File: config.mk
export PLATFORM = sky130hd
export DESIGN_NAME = button_events
export DESIGN_NICKNAME = d
export VERILOG_FILES = /design/src/rtl/button_events_pkg.sv /design/src/rtl/button_events_channel.sv /design/src/rtl/button_events.sv
export SDC_FILE = /design/constraint.sdc
export NUM_CORES = 1
export LEC_CHECK = 0
export BUFFER_PORTS_ARGS = -buffer_cell sky130_fd_sc_hd__buf_4
export CAP_MARGIN = 25
export CELL_PAD_IN_SITES_DETAIL_PLACEMENT = 1
export CELL_PAD_IN_SITES_GLOBAL_PLACEMENT = 1
export CORE_ASPECT_RATIO = 1.4
export CORE_MARGIN = 3
export CORE_UTILIZATION = 50
export CTS_CLUSTER_DIAMETER = 30
export DETAILED_ROUTE_END_ITERATION = 8
export PLACE_DENSITY = 0.79
export SYNTH_ARGS = -nofsm -noshare
export SYNTH_HDL_FRONTEND = slang
export SYNTH_HIERARCHICAL = 1
export SYNTH_SLANG_ARGS = --single-unit
File: constraint.sdc
create_clock -name clk -period 4 [get_ports clk]
set_input_delay 0.8 -clock clk [delete_from_list [all_inputs] [get_ports clk]]
set_output_delay 0.8 -clock clk [all_outputs]
set_load 0.03 [all_outputs]
File: src/rtl/button_events_pkg.sv
// button_events_pkg
// Shared definitions for the button event detector:
//   - state_e  : per-channel FSM state encoding (IDLE=0, SHORT=1, LONG=2)
//   - max_int  : constant helper used to size the per-channel counters
package button_events_pkg;

  typedef enum logic [1:0] {
    ST_IDLE  = 2'd0,
    ST_SHORT = 2'd1,
    ST_LONG  = 2'd2
  } state_e;

  function automatic int max_int(input int a, input int b);
    if (a > b) begin
      return a;
    end else begin
      return b;
    end
  endfunction

endpackage

File: src/rtl/button_events_channel.sv
// button_events_channel
// One independent button channel: previous-sample register, IDLE/SHORT/LONG
// FSM, cycle counter and registered event outputs.
// Ports:
//   clk          in   sole clock, rising edge
//   rst          in   asynchronous active-high reset
//   din          in   debounced button level
//   press_pulse  out  one cycle after a press edge
//   short_pulse  out  one cycle after a release before the long threshold
//   long_pulse   out  one cycle when the long threshold is reached
//   repeat_pulse out  one cycle every REPEAT_CNT cycles while long-held
//   held         out  high while in LONG
module button_events_channel
  import button_events_pkg::*;
#(
  parameter int LONG_CNT   = 25000000,
  parameter int REPEAT_CNT = 5000000,
  parameter int CNT_WIDTH  = $clog2(max_int(LONG_CNT, REPEAT_CNT)) + 1
) (
  input  logic clk,
  input  logic rst,
  input  logic din,
  output logic press_pulse,
  output logic short_pulse,
  output logic long_pulse,
  output logic repeat_pulse,
  output logic held
);

  // Counter value seen on the edge that completes each interval; the counter
  // is cleared on entry, so N cycles elapse when it reads N-1.
  localparam logic [CNT_WIDTH-1:0] LONG_LAST   = CNT_WIDTH'(LONG_CNT - 1);
  localparam logic [CNT_WIDTH-1:0] REPEAT_LAST =
    CNT_WIDTH'((REPEAT_CNT > 0) ? (REPEAT_CNT - 1) : 0);
  localparam logic [CNT_WIDTH-1:0] CNT_ZERO    = {CNT_WIDTH{1'b0}};
  localparam logic [CNT_WIDTH-1:0] CNT_ONE     = CNT_WIDTH'(1);
  localparam bit                   REPEAT_EN   = (REPEAT_CNT > 0);

  state_e               state_q, state_d;
  logic [CNT_WIDTH-1:0] cnt_q, cnt_d;
  logic                 prev_q, prev_d;
  logic                 press_q, press_d;
  logic                 short_q, short_d;
  logic                 long_q, long_d;
  logic                 repeat_q, repeat_d;
  logic                 held_q, held_d;

  // Next-state, counter and output decode for the channel FSM.
  always_comb begin
    state_d  = state_q;
    cnt_d    = cnt_q;
    prev_d   = din;
    press_d  = 1'b0;
    short_d  = 1'b0;
    long_d   = 1'b0;
    repeat_d = 1'b0;
    case (state_q)
      ST_IDLE: begin
        // A level that was already high (e.g. held through reset) is ignored
        // until it has been seen low.
        if (din && !prev_q) begin
          state_d = ST_SHORT;
          cnt_d   = CNT_ZERO;
          press_d = 1'b1;
        end else begin
          cnt_d = CNT_ZERO;
        end
      end
      ST_SHORT: begin
        // Release wins over the threshold on the very edge it is reached.
        if (!din) begin
          state_d = ST_IDLE;
          cnt_d   = CNT_ZERO;
          short_d = 1'b1;
        end else if (cnt_q == LONG_LAST) begin
          state_d = ST_LONG;
          cnt_d   = CNT_ZERO;
          long_d  = 1'b1;
        end else begin
          cnt_d = cnt_q + CNT_ONE;
        end
      end
      ST_LONG: begin
        if (!din) begin
          state_d = ST_IDLE;
          cnt_d   = CNT_ZERO;
        end else if (REPEAT_EN && (cnt_q == REPEAT_LAST)) begin
          cnt_d    = CNT_ZERO;
          repeat_d = 1'b1;
        end else if (REPEAT_EN) begin
          cnt_d = cnt_q + CNT_ONE;
        end else begin
          // Repeat disabled: counter parks at zero so it can never wrap.
          cnt_d = CNT_ZERO;
        end
      end
      default: begin
        state_d = ST_IDLE;
        cnt_d   = CNT_ZERO;
      end
    endcase
    held_d = (state_d == ST_LONG);
  end

  // State, counter, sample and output registers.
  always_ff @(posedge clk or posedge rst) begin
    if (rst) begin
      state_q  <= ST_IDLE;
      cnt_q    <= CNT_ZERO;
      prev_q   <= 1'b1;
      press_q  <= 1'b0;
      short_q  <= 1'b0;
      long_q   <= 1'b0;
      repeat_q <= 1'b0;
      held_q   <= 1'b0;
    end else begin
      state_q  <= state_d;
      cnt_q    <= cnt_d;
      prev_q   <= prev_d;
      press_q  <= press_d;
      short_q  <= short_d;
      long_q   <= long_d;
      repeat_q <= repeat_d;
      held_q   <= held_d;
    end
  end

  assign press_pulse  = press_q;
  assign short_pulse  = short_q;
  assign long_pulse   = long_q;
  assign repeat_pulse = repeat_q;
  assign held         = held_q;

endmodule

File: src/rtl/button_events.sv
// button_events
// WIDTH independent button event detectors (press / short / long / repeat /
// held), one button_events_channel per bit.
// Ports:
//   clk              in   sole clock, rising edge
//   rst              in   asynchronous active-high reset
//   debounced_signal in   [WIDTH] debounced button levels
//   press_pulse      out  [WIDTH] press event pulses
//   short_pulse      out  [WIDTH] short-press release pulses
//   long_pulse       out  [WIDTH] long-press threshold pulses
//   repeat_pulse     out  [WIDTH] auto-repeat pulses while long-held
//   held             out  [WIDTH] long-hold level
module button_events
  import button_events_pkg::*;
#(
  parameter int WIDTH      = 1,
  parameter int LONG_CNT   = 25000000,
  parameter int REPEAT_CNT = 5000000,
  parameter int CNT_WIDTH  = $clog2(max_int(LONG_CNT, REPEAT_CNT)) + 1
) (
  input  logic             clk,
  input  logic             rst,
  input  logic [WIDTH-1:0] debounced_signal,
  output logic [WIDTH-1:0] press_pulse,
  output logic [WIDTH-1:0] short_pulse,
  output logic [WIDTH-1:0] long_pulse,
  output logic [WIDTH-1:0] repeat_pulse,
  output logic [WIDTH-1:0] held
);

  for (genvar i = 0; i < WIDTH; i++) begin : g_ch
    button_events_channel #(
      .LONG_CNT  (LONG_CNT),
      .REPEAT_CNT(REPEAT_CNT),
      .CNT_WIDTH (CNT_WIDTH)
    ) u_channel (
      .clk         (clk),
      .rst         (rst),
      .din         (debounced_signal[i]),
      .press_pulse (press_pulse[i]),
      .short_pulse (short_pulse[i]),
      .long_pulse  (long_pulse[i]),
      .repeat_pulse(repeat_pulse[i]),
      .held        (held[i])
    );
  end

endmodule

Word level (Yosys, flattened, before mapping)
Index checks and enable logic that the tools add are counted.
{"block": "totals", "inputBits": 3, "rom_bits": 0, "mem_bits_rw": 0, "memories": 0, "wordCells": 37, "latch_bits": 0, "register_bits": 34}
{"block": "op_classes", "div": 0, "eq_ne": 5, "n_mux": 20, "reduce_logical": 3, "bitwise": 0, "mul": 0, "addsub": 1, "shift": 0, "magnitude_cmp": 0}
{"cell": "2-to-1 mux 26 bit", "count": 4}
{"cell": "case mux 26 bit (2 select lines)", "count": 1}
{"cell": "adder 26 x 1 -> 26 bit, second input constant", "count": 1}
{"cell": "== test 26 x 23 -> 1 bit, second input constant", "count": 1}
{"cell": "== test 26 x 25 -> 1 bit, second input constant", "count": 1}
{"cell": "2-to-1 mux 1 bit", "count": 10}
{"cell": "2-to-1 mux 2 bit", "count": 4}
{"cell": "case mux 2 bit (3 select lines)", "count": 1}
{"cell": "== test 2 bit, second input constant", "count": 2}
{"cell": "== test 2 x 1 -> 1 bit, second input constant", "count": 1}
{"cell": "zero test 2 bit", "count": 1}
{"cell": "logical AND 1 bit", "count": 1}
{"cell": "zero test 1 bit", "count": 1}

Logic depth before layout (Yosys ltp)
Gate-level depths: netlist of the first run.
{"block": "logic_depth", "word_depth": 5, "depth_mapped": 7}

Least setup slack after synthesis of the first run
Ideal clock, no wire load.
{"block": "synth_path", "path_kind": "input -> register", "startpoint": "in debounced_signal", "endpoint": "reg g_ch[0].u_channel.cnt_q[13]", "path_stages": 5, "t_required_ns": 3.913, "t_arrival_ns": 1.730, "setup_time_ns": 0.087, "path_slack_ns": 2.183, "cell_sequence": "clkbuf_1 and3_1 o21ai_4 buf_2 a22oi_1"}
{"block": "synth_via", "elab_chain_len": 2, "elab_cells_between_ends": 3, "classes_between": "mux (3)"}
{"item": "start: declaration", "line": "button_events.sv:23", "source": "input logic [WIDTH-1:0] debounced_signal,"}
{"item": "2-to-1 mux 26 bit (on tied branches)", "line": "button_events_channel.sv:84, button_events_channel.sv:71"}
{"item": "case mux 26 bit (2 select lines) (*)", "line": "button_events_channel.sv:57", "source": "case (state_q)"}
{"item": "net g_ch[0].u_channel.cnt_d[13]", "line": "button_events_channel.sv:40", "source": "logic [CNT_WIDTH-1:0] cnt_q, cnt_d;"}
{"item": "end signal: assignment", "line": "button_events_channel.sv:118", "source": "cnt_q <= cnt_d;"}
{"item": "end: declaration", "line": "button_events_channel.sv:40"}
Mark *: on every way through the listed nets, which the timed path passes. The rest lies on a longest branch.

Worst setup path after layout of the first run
{"block": "layout_path", "startpoint": "reg g_ch[0].u_channel.cnt_q[0]", "endpoint": "reg g_ch[0].u_channel.cnt_q[19]"}
{"block": "layout_via", "elab_chain_len": 4, "elab_cells_between_ends": 8, "classes_between": "add/sub (1); eq/ne (2); mux (5)"}
{"item": "adder 26 x 1 -> 26 bit (tied with other cells)", "line": "button_events_channel.sv:80, button_events_channel.sv:91"}
{"item": "2-to-1 mux 26 bit (on tied branches)", "line": "button_events_channel.sv:87, button_events_channel.sv:75"}
{"item": "2-to-1 mux 26 bit (on tied branches)", "line": "button_events_channel.sv:84, button_events_channel.sv:71"}
{"item": "case mux 26 bit (2 select lines) (*)", "line": "button_events_channel.sv:57"}
{"item": "net g_ch[0].u_channel.cnt_d[19]", "line": "button_events_channel.sv:40"}
Marks and branches as above.

==> impl_metrics.tcl, run 1 <==
set metrics [dict create \
    antenna_found_initial 0 \
    rows 26 \
    n_antenna_cell 0 \
    ys_seq_area_frac 0.431 \
    synthArstFlopShare 1.00 \
    power.density_nw_per_um2 355 \
    rsz0062_at_grt "false" \
    synth_nets 191 \
    drt_iter0_drc 105 \
    ioPinCount 8 \
    cp-start-kind "register" \
    drtAntennaViolNets 0 \
    switching_power_uw 210 \
    max_freq_mhz 454 \
    clkPwrFrac 0.349 \
    clk_latency_ns 0.29 \
    core-area_sq_um 3740 \
    crit_type "register to register" \
    fin_tns_setup_ns 0 \
    areaGrowthSynthToFinish_pct 6.01 \
    finalPower_uw 745 \
    cts.clk_slew.worst_paths_ns 0.07 \
    worstMarginPinSlew_ns 0.775 \
    track_usage 0.214 \
    dp_hpwl_um 3010 \
    grt_pass1_vias 1641 \
    initial_core_util 0.529 \
    switching_share 0.281 \
    syn_inst 183 \
    yosysUniqueCellTypes 46 \
    dieArea_sq_um 4760 \
    syn_area_sq_um 1980 \
    clock_skew_ns 0.00198 \
    avgSynthCellArea_sq_um 10.8 \
    route.vias.total 1493 \
    cts_buffer_depth 2 \
    worstPathMaxFanout 26 \
    fin_nets 195 \
    numPortBuffers 7 \
    grt_pass1_wl_um 7690 \
    cts_tree "yes" \
    cp_data_arrival_time_ns 2.32 \
    htreeDepth 2 \
    grt_overflow 0 \
    dieHeight_um 80.4 \
    p_leak_uw 0.000852 \
    post_cts_buffers 0 \
    synth_flop_cell "dfrtp_1" \
    outcome "finished clean" \
    routed_wl_um 4410 \
    min_period_over_period 0.551 \
    final_cell_mix "dfrtp_1 (33), a21oi_1 (14), a22oi_1 (11), xor2_1 (9)" \
    drt-pass1-iter-count 4 \
    cts-root-buf "clkbuf_8" \
    hold_buffers 0 \
    worstHoldPathType "register to register" \
    vdd_ir_drop_max_mv 0.273 \
    ys_ff_latch 34 \
    cts_resized 0 \
    slew_viol_final 0 \
    worst-r2r-cell-count 5 \
    worst-endpoint-required_ns 4.12 \
    drive_above_1_share 0.165 \
    intPower_uw 536 \
    timing.final.crit_period_ns 2.20 \
    hold_viol_final 0 \
    gp_congestion 0.813 \
    power_frac_seq 0.496 \
    wl_per_cell_um 19.2 \
    setup_viol 0 \
    yosys_warnings 6 \
    layout_commonest_cell "dfrtp_1" \
    combPwrFrac 0.155 \
    utilization 0.561 \
    grt_max_degree 35 \
    hold_path_depth 1 \
    end_kind "register" \
    avgViaCountPerCell 6.49 \
    drc 0 \
    maxCapViolCount 0 \
    numCtsBuffers 5 \
    die_w_um 59.2 \
    cts_sinks 34 \
    relSlewSlack 0.483 \
    synth_edf_count 0 \
]
cell families after synthesis:
logic type	Yosys count	synth area share
DFF	34	0.431
xor gates and xnor gates	11	0.0487
buffers and inverters	18	0.0563
and+or+nand+nor	65	0.249
adders and majority gates	5	0.0316
AOI/OAI and AO/OA	50	0.183
synthesized netlist by cell type (all sizes together), types with 3 or more instances:
cell	number	area (sq um)
o21ai	9	56.3
clkbuf	3	12.5
o31ai	7	52.6
or4	7	52.6
inv	7	26.3
nand4	12	135
and2	6	37.5
ha	5	62.6
dfrtp	33	826
xor2	9	78.8
and3	5	36.3
or3	6	37.5
nand2	7	26.3
buf	8	72.6
a22oi	13	108
nand3	7	35.0
nor2b	3	18.8
a21oi	14	70.1
registers in the layout, summed over array words and instances, names as in the netlist:
name / cells
g_ch.u_channel/prev_q: 1
g_ch.u_channel/short_pulse: 1
g_ch.u_channel/cnt_q: 26
g_ch.u_channel/held: 1
g_ch.u_channel/state_q: 2
g_ch.u_channel/repeat_pulse: 1
g_ch.u_channel/press_pulse: 1
g_ch.u_channel/long_pulse: 1
power by group through the flow:
stage / Sequential (uW) / Combinational [uW] / Clock [uW]
final: 370 / 115 / 260
after global routing: 372 / 127 / 279
after global placement: 374 / 111 / 0
after detailed placement: 376 / 116 / 0
after CTS: 369 / 117 / 268
after floorplan: 382 / 79.6 / 0
final cells by class:
cell class / instances / area (sq um)
Tap cell: 42 / 52.6
Clock inverter: 1 / 5.00
Multi-Input combinational cell: 131 / 1010
Inverter: 7 / 26.3
Clock buffer: 7 / 86.3
Fill cell: 408 / 1640
Timing Repair Buffer: 8 / 60.1
Sequential cell: 34 / 852
critical path: stages, from the launching register on:
cell	delay (ns)
dfrtp_1	0.37
ha_1	0.34
nor2b_1	0.26
nand4_4	0.17
o2111ai_4	0.67
a22oi_1	0.21
stage by stage:
stage / setup WS, ns / instance area (sq um) / std cells / hold slack [ns]
after detailed placement: 1.80 / 2010 / 222 / 0.454
after CTS: 1.77 / 2100 / 230 / 0.466
final: 1.80 / 2100 / 230 / 0.461
after floorplan: 2.18 / 1980 / 183 / 0.419
after global placement: 1.89 / 2010 / 222 / 0.433
after global routing: 1.61 / 2100 / 230 / 0.487
final timing paths:
| check | start | end | slack [ns] |
|---|---|---|---|
| setup / recovery | g_ch[0].u_channel/cnt_q[0]$_DFF_PP0_ | g_ch[0].u_channel/cnt_q[19]$_DFF_PP0_ | 1.80 |
| hold / removal | g_ch[0].u_channel/cnt_q[0]$_DFF_PP0_ | g_ch[0].u_channel/cnt_q[0]$_DFF_PP0_ | 0.46 |
| setup reg to reg | g_ch[0].u_channel/cnt_q[0]$_DFF_PP0_ | g_ch[0].u_channel/cnt_q[19]$_DFF_PP0_ | 1.80 |
| hold reg to reg | g_ch[0].u_channel/cnt_q[0]$_DFF_PP0_ | g_ch[0].u_channel/cnt_q[0]$_DFF_PP0_ | 0.46 |
| max in group asynchronous | rst | g_ch[0].u_channel/prev_q$_DFF_PP1_ | 3.06 |
| min in group asynchronous | rst | g_ch[0].u_channel/cnt_q[22]$_DFF_PP0_ | 0.61 |
layer usage:
layer / wire length [um] / up-vias / track usage
met3: 104 / 9 / 0.0322
met5: 0 / - / 0
li1: - / 701 / -
met2: 2390 / 19 / 0.373
met1: 1830 / 764 / 0.255
met4: 97 / 0 / 0.0907
No activity file was read; power rests on OpenSTA's default activity.
==> run 2, diff against run 1 <==
CORE_UTILIZATION = 44   (was 50)
PLACE_DENSITY = 0.74   (was 0.79)
clock period = 1.8 ns   (was 4 ns; I/O delays follow)
==> impl_metrics.tcl, run 2 (synthesized netlist as in run 1, its figures left out) <==
set metrics [dict create \
    power.density_nw_per_um2 718 \
    slew_viol_final 0 \
    htreeDepth 2 \
    route.vias.total 1600 \
    dieHeight_um 85.3 \
    combPwrFrac 0.180 \
    fin_tns_setup_ns -0.814 \
    relSlewSlack 0.658 \
    rsz0062_at_grt "true" \
    dieArea_sq_um 5350 \
    final_cell_mix "dfrtp_1 (31), buf_4 (23), a21oi_1 (14), a22oi_1 (11), xor2_1 (9)" \
    wl_per_cell_um 19.7 \
    cts_tree "yes" \
    vdd_ir_drop_max_mv 0.647 \
    max_freq_mhz 540 \
    track_usage 0.191 \
    cp-start-kind "register" \
    hold_ws_ns 0.102 \
    final_cell_area_sq_um 2380 \
    core-area_sq_um 4270 \
    final.fill_count 474 \
    violations "setup timing" \
    numPortBuffers 7 \
    grt_overflow 0 \
    placed_cell_area_sq_um 2170 \
    initial_core_util 0.463 \
    drt-pass1-iter-count 4 \
    dp_hpwl_um 3450 \
    power_frac_seq 0.482 \
    n_antenna_cell 0 \
    rows 28 \
    gp_congestion 0.850 \
    intPower_uw 1220 \
    utilization 0.556 \
    areaGrowthSynthToFinish_pct 20.2 \
    largest_reg_flops 26 \
    min_period_over_period 1.03 \
    drtAntennaViolNets 0 \
    routed_wl_um 5290 \
    worstMarginPinSlew_ns 0.512 \
    cts_sinks 34 \
    clk_latency_ns 0.29 \
    largest-register "g_ch.u_channel/cnt_q" \
    hold_viol_final 0 \
    numCtsBuffers 5 \
    cts.clk_slew.worst_paths_ns 0.07 \
    max_stage_delay_ns 0.47 \
    avgViaCountPerCell 5.95 \
    drc 0 \
    layout_commonest_cell "dfrtp_1" \
    p_leak_uw 0.000990 \
    clock_skew_ns 0.00865 \
    worst-endpoint-required_ns 1.97 \
    switching_share 0.286 \
    worst_slack_ns -0.0530 \
    cp_data_arrival_time_ns 2.03 \
    largestRegisters "g_ch.u_channel/cnt_q: 26 flops, g_ch.u_channel/state_q: 2 flops" \
    worstHoldPathType "input pin to asynchronous set/reset pin" \
    crit_chain "nor4b_4 > nand4_4 > o2111ai_4 > clkbuf_16 > a21oi_1" \
    end_kind "register" \
    maxCapViolCount 0 \
    cts-root-buf "clkbuf_8" \
    outcome "finished with violations" \
    antenna_found_initial 0 \
    crit_type "register to register" \
    grt_pass1_vias 1642 \
    worstPathMaxFanout 8 \
    drive_above_1_share 0.278 \
    finalPower_uw 1710 \
    ioPinCount 8 \
    grt_pass1_wl_um 8070 \
    hold_buffers 0 \
    die_w_um 62.7 \
    clkPwrFrac 0.339 \
    timing.final.crit_period_ns 1.85 \
    drt_iter0_drc 110 \
    fin_nets 216 \
    slowest_stage "dfrtp_1" \
    cts_buffer_depth 2 \
    setup_viol 24 \
    switching_power_uw 489 \
    grt_max_degree 24 \
]
run 2: cell types whose count changed in the layout (fill, tap and decap cells not counted), moves of 2 or more:
cell / before / now
buf_12: 0 / 5
dfrtp_1: 33 / 31
and3_1: 4 / 2
buf_4: 8 / 23
dfrtp_2: 0 / 2
and3_2: 0 / 2
run 2: metrics by stage:
stage               worst slack, ns  instances
CTS                          0.0118        260
global placement              0.105        252
floorplan                    0.0647        183
detailed placement           0.0278        252
global route                 -0.122        269
finish                      -0.0530        269
run 2: power by group through the flow:
stage	combinational [uW]	clock, uW	sequential [uW]
CTS	307	599	822
floorplan	177	0	848
finish	307	579	823
detailed placement	307	0	837
global route	334	622	827
global placement	286	0	830
run 2: final timing paths:
check	startpoint	endpoint	slack (ns)	depth (start not counted)
worst max-delay path	g_ch[0].u_channel/cnt_q[7]$_DFF_PP0_	g_ch[0].u_channel/cnt_q[12]$_DFF_PP0_	-0.05	5
worst min-delay path	rst	g_ch[0].u_channel/state_q[1]$_DFF_PP0_	0.10	2
worst max register to register	g_ch[0].u_channel/cnt_q[7]$_DFF_PP0_	g_ch[0].u_channel/cnt_q[12]$_DFF_PP0_	-0.05	5
worst min register to register	g_ch[0].u_channel/cnt_q[0]$_DFF_PP0_	g_ch[0].u_channel/cnt_q[0]$_DFF_PP0_	0.47	1
max in group asynchronous	rst	g_ch[0].u_channel/cnt_q[10]$_DFF_PP0_	1.18	3
min in group clk	debounced_signal	g_ch[0].u_channel/prev_q$_DFF_PP1_	0.24	1
run 2: cell type report:
cell class	count	area (sq um)	area share
clock buffer	7	86.3	0.0363
sequential	34	855	0.359
inverter	7	26.3	0.0110
timing repair buffer	29	298	0.125
multi-input combinational	131	1030	0.435
tap	60	75.1	0.0316
clock inverter	1	5.00	0.00210
run 2: timing repair:
item	in CTS	in global routing
setup endpoints to repair	0	26
hold endpoints to repair	0	0
resized for setup	0	7
buffers inserted	0	8
run 2: layer usage:
metal  vias to the layer above  wire [um]  share of wire  track usage
met4                         0        207          0.039       0.0783
li1                        741          -              -            -
met2                        34       2810           0.53        0.349
met5                         -          0              0            0
met1                       809       2130           0.40        0.225
met3                        16        147          0.028       0.0238
run 2: critical path, delay by kind of cell (launching register included):
family / cells / cell delay, ns
buffers and inverters: 1 / 0.23
DFF: 1 / 0.47
AOI/OAI and AO/OA: 2 / 0.43
and+or+nand+nor: 2 / 0.61
==> run 3, diff against run 2 <==
CORE_UTILIZATION = 46   (was 44)
CTS_BUF_LIST = sky130_fd_sc_hd__clkbuf_8   (was default)
PLACE_DENSITY = 0.77   (was 0.74)
==> impl_metrics.tcl, run 3 (synthesized netlist as in run 1, its figures left out) <==
set metrics [dict create \
    fin_nets 214 \
    wl_per_cell_um 20.4 \
    final.fill_count 433 \
    vdd_ir_drop_max_mv 0.518 \
    largestRegisters "g_ch.u_channel/cnt_q: 26 flops, g_ch.u_channel/state_q: 2 flops" \
    cp-start-kind "register" \
    power.density_nw_per_um2 779 \
    hold_viol_final 0 \
    drtAntennaViolNets 0 \
    areaGrowthSynthToFinish_pct 18.3 \
    worstMarginPinSlew_ns 0.438 \
    worst-endpoint-required_ns 2.03 \
    grt_pass1_wl_um 8290 \
    instances_no_fill 250 \
    htreeDepth 2 \
    worstHoldPathType "input pin to asynchronous set/reset pin" \
    grt_overflow 0 \
    worst-r2r-cell-count 5 \
    route.vias.total 1614 \
    crit_buf_inv 1 \
    dp_hpwl_um 3500 \
    numCtsBuffers 5 \
    dieHeight_um 83.6 \
    maxCapViolCount 0 \
    timing.rr.start "g_ch[0].u_channel/cnt_q[23]$_DFF_PP0_" \
    end_kind "register" \
    clock_skew_ns 0.00824 \
    final_cell_mix "dfrtp_1 (29), buf_4 (23), a21oi_1 (14)" \
    min_period_over_period 0.978 \
    finalPower_uw 1820 \
    initial_core_util 0.488 \
    ioPinCount 8 \
    cp_data_arrival_time_ns 1.99 \
    relSlewSlack 0.708 \
    reg2reg_to "g_ch[0].u_channel/held$_DFF_PP0_" \
    drive_above_1_share 0.285 \
    layout_commonest_cell "dfrtp_1" \
    p_leak_uw 0.000978 \
    track_usage 0.215 \
    dieArea_sq_um 5130 \
    cts_tree "yes" \
    cts.clk_slew.worst_paths_ns 0.07 \
    timing.final.crit_period_ns 1.76 \
    rows 27 \
    numPortBuffers 7 \
    die_w_um 61.4 \
    slew_viol_final 0 \
    cts_buffer_depth 2 \
    slowest_stage "dfrtp_1" \
    cts-root-buf "clkbuf_8" \
    gp_congestion 0.794 \
    n_antenna_cell 0 \
    max_freq_mhz 568 \
    outcome "finished clean" \
    largest-register "g_ch.u_channel/cnt_q" \
    drt-pass1-iter-count 4 \
    dp.cells 236 \
    worstPathMaxFanout 4 \
    r2r_slack_ns 0.04 \
    drc 0 \
    cts_sinks 34 \
    routed_wl_um 5100 \
    critPathTopFamily "simple AND/OR/NAND/NOR gates" \
    drt_iter0_drc 97 \
    clk_latency_ns 0.29 \
    antenna_found_initial 0 \
    max_stage_delay_ns 0.42 \
    core-area_sq_um 4050 \
    grt_pass1_vias 1716 \
    crit_type "register to register" \
    crit_chain "nor4b_4 > nand4_4 > buf_4 > nor3_2 > o221a_2" \
    grt_max_degree 35 \
    setup_viol 0 \
    rsz0062_at_grt "true" \
    largest_reg_flops 26 \
    hold_buffers 0 \
    avgViaCountPerCell 6.46 \
]
run 3: cell type report:
cell class	count	area, sq um	share of cell area
multi-input combinational	131	1040	0.446
clock buffer	5	68.8	0.0294
sequential	34	857	0.366
clock inverter	3	37.5	0.0160
tap	43	53.8	0.0230
inverter	7	26.3	0.0112
timing repair buffer	27	253	0.108
run 3: stage by stage:
step                worst slack (ns)  setup TNS [ns]  utilization  instance area [sq um]  hold WS, ns
floorplan                     0.0647               0            -                   1980        0.364
global placement              0.0528               0        0.531                   2150        0.436
detailed placement          -0.00313        -0.00313        0.531                   2150        0.441
CTS                          0.00296               0        0.558                   2260        0.183
global route                 -0.0124         -0.0207        0.577                   2340        0.194
finish                        0.0388               0        0.577                   2340        0.172
run 3: repair_timing:
item                       4_1_cts  5_1_grt
pin swaps                        1        5
buffers inserted                 0        6
setup endpoints to repair       11       27
gates resized for setup          1       10
run 3: worst max path at each step:
stage / start / cells past startpoint / end
floorplan: g_ch[0].u_channel/cnt_q[0]$_DFF_PP0_ / 7 / g_ch[0].u_channel/cnt_q[25]$_DFF_PP0_
global placement: g_ch[0].u_channel/cnt_q[10]$_DFF_PP0_ / 5 / g_ch[0].u_channel/cnt_q[15]$_DFF_PP0_
detailed placement: g_ch[0].u_channel/cnt_q[10]$_DFF_PP0_ / 5 / g_ch[0].u_channel/cnt_q[15]$_DFF_PP0_
CTS: g_ch[0].u_channel/cnt_q[2]$_DFF_PP0_ / 4 / g_ch[0].u_channel/cnt_q[22]$_DFF_PP0_
global route: g_ch[0].u_channel/cnt_q[23]$_DFF_PP0_ / 5 / g_ch[0].u_channel/held$_DFF_PP0_
finish: g_ch[0].u_channel/cnt_q[23]$_DFF_PP0_ / 5 / g_ch[0].u_channel/held$_DFF_PP0_
run 3: tightest hold or removal path, stage by stage:
cell	delay (ns)
buf_4	0.11
inv_1	0.04
buf_4	0.38
run 3: power breakdown:
group	total, uW	internal (uW)	switching (uW)	leakage [uW]
Sequential	823	793	30.3	0.000461
Clock	679	403	277	0.0000607
Combinational	320	130	191	0.000456
run 3: routing by layer:
layer,track usage,share of wire,vias up
met5,0,0,-
met2,0.371,0.54,35
li1,-,-,736
met1,0.244,0.40,826
met3,0.0402,0.022,17
met4,0.0985,0.029,0
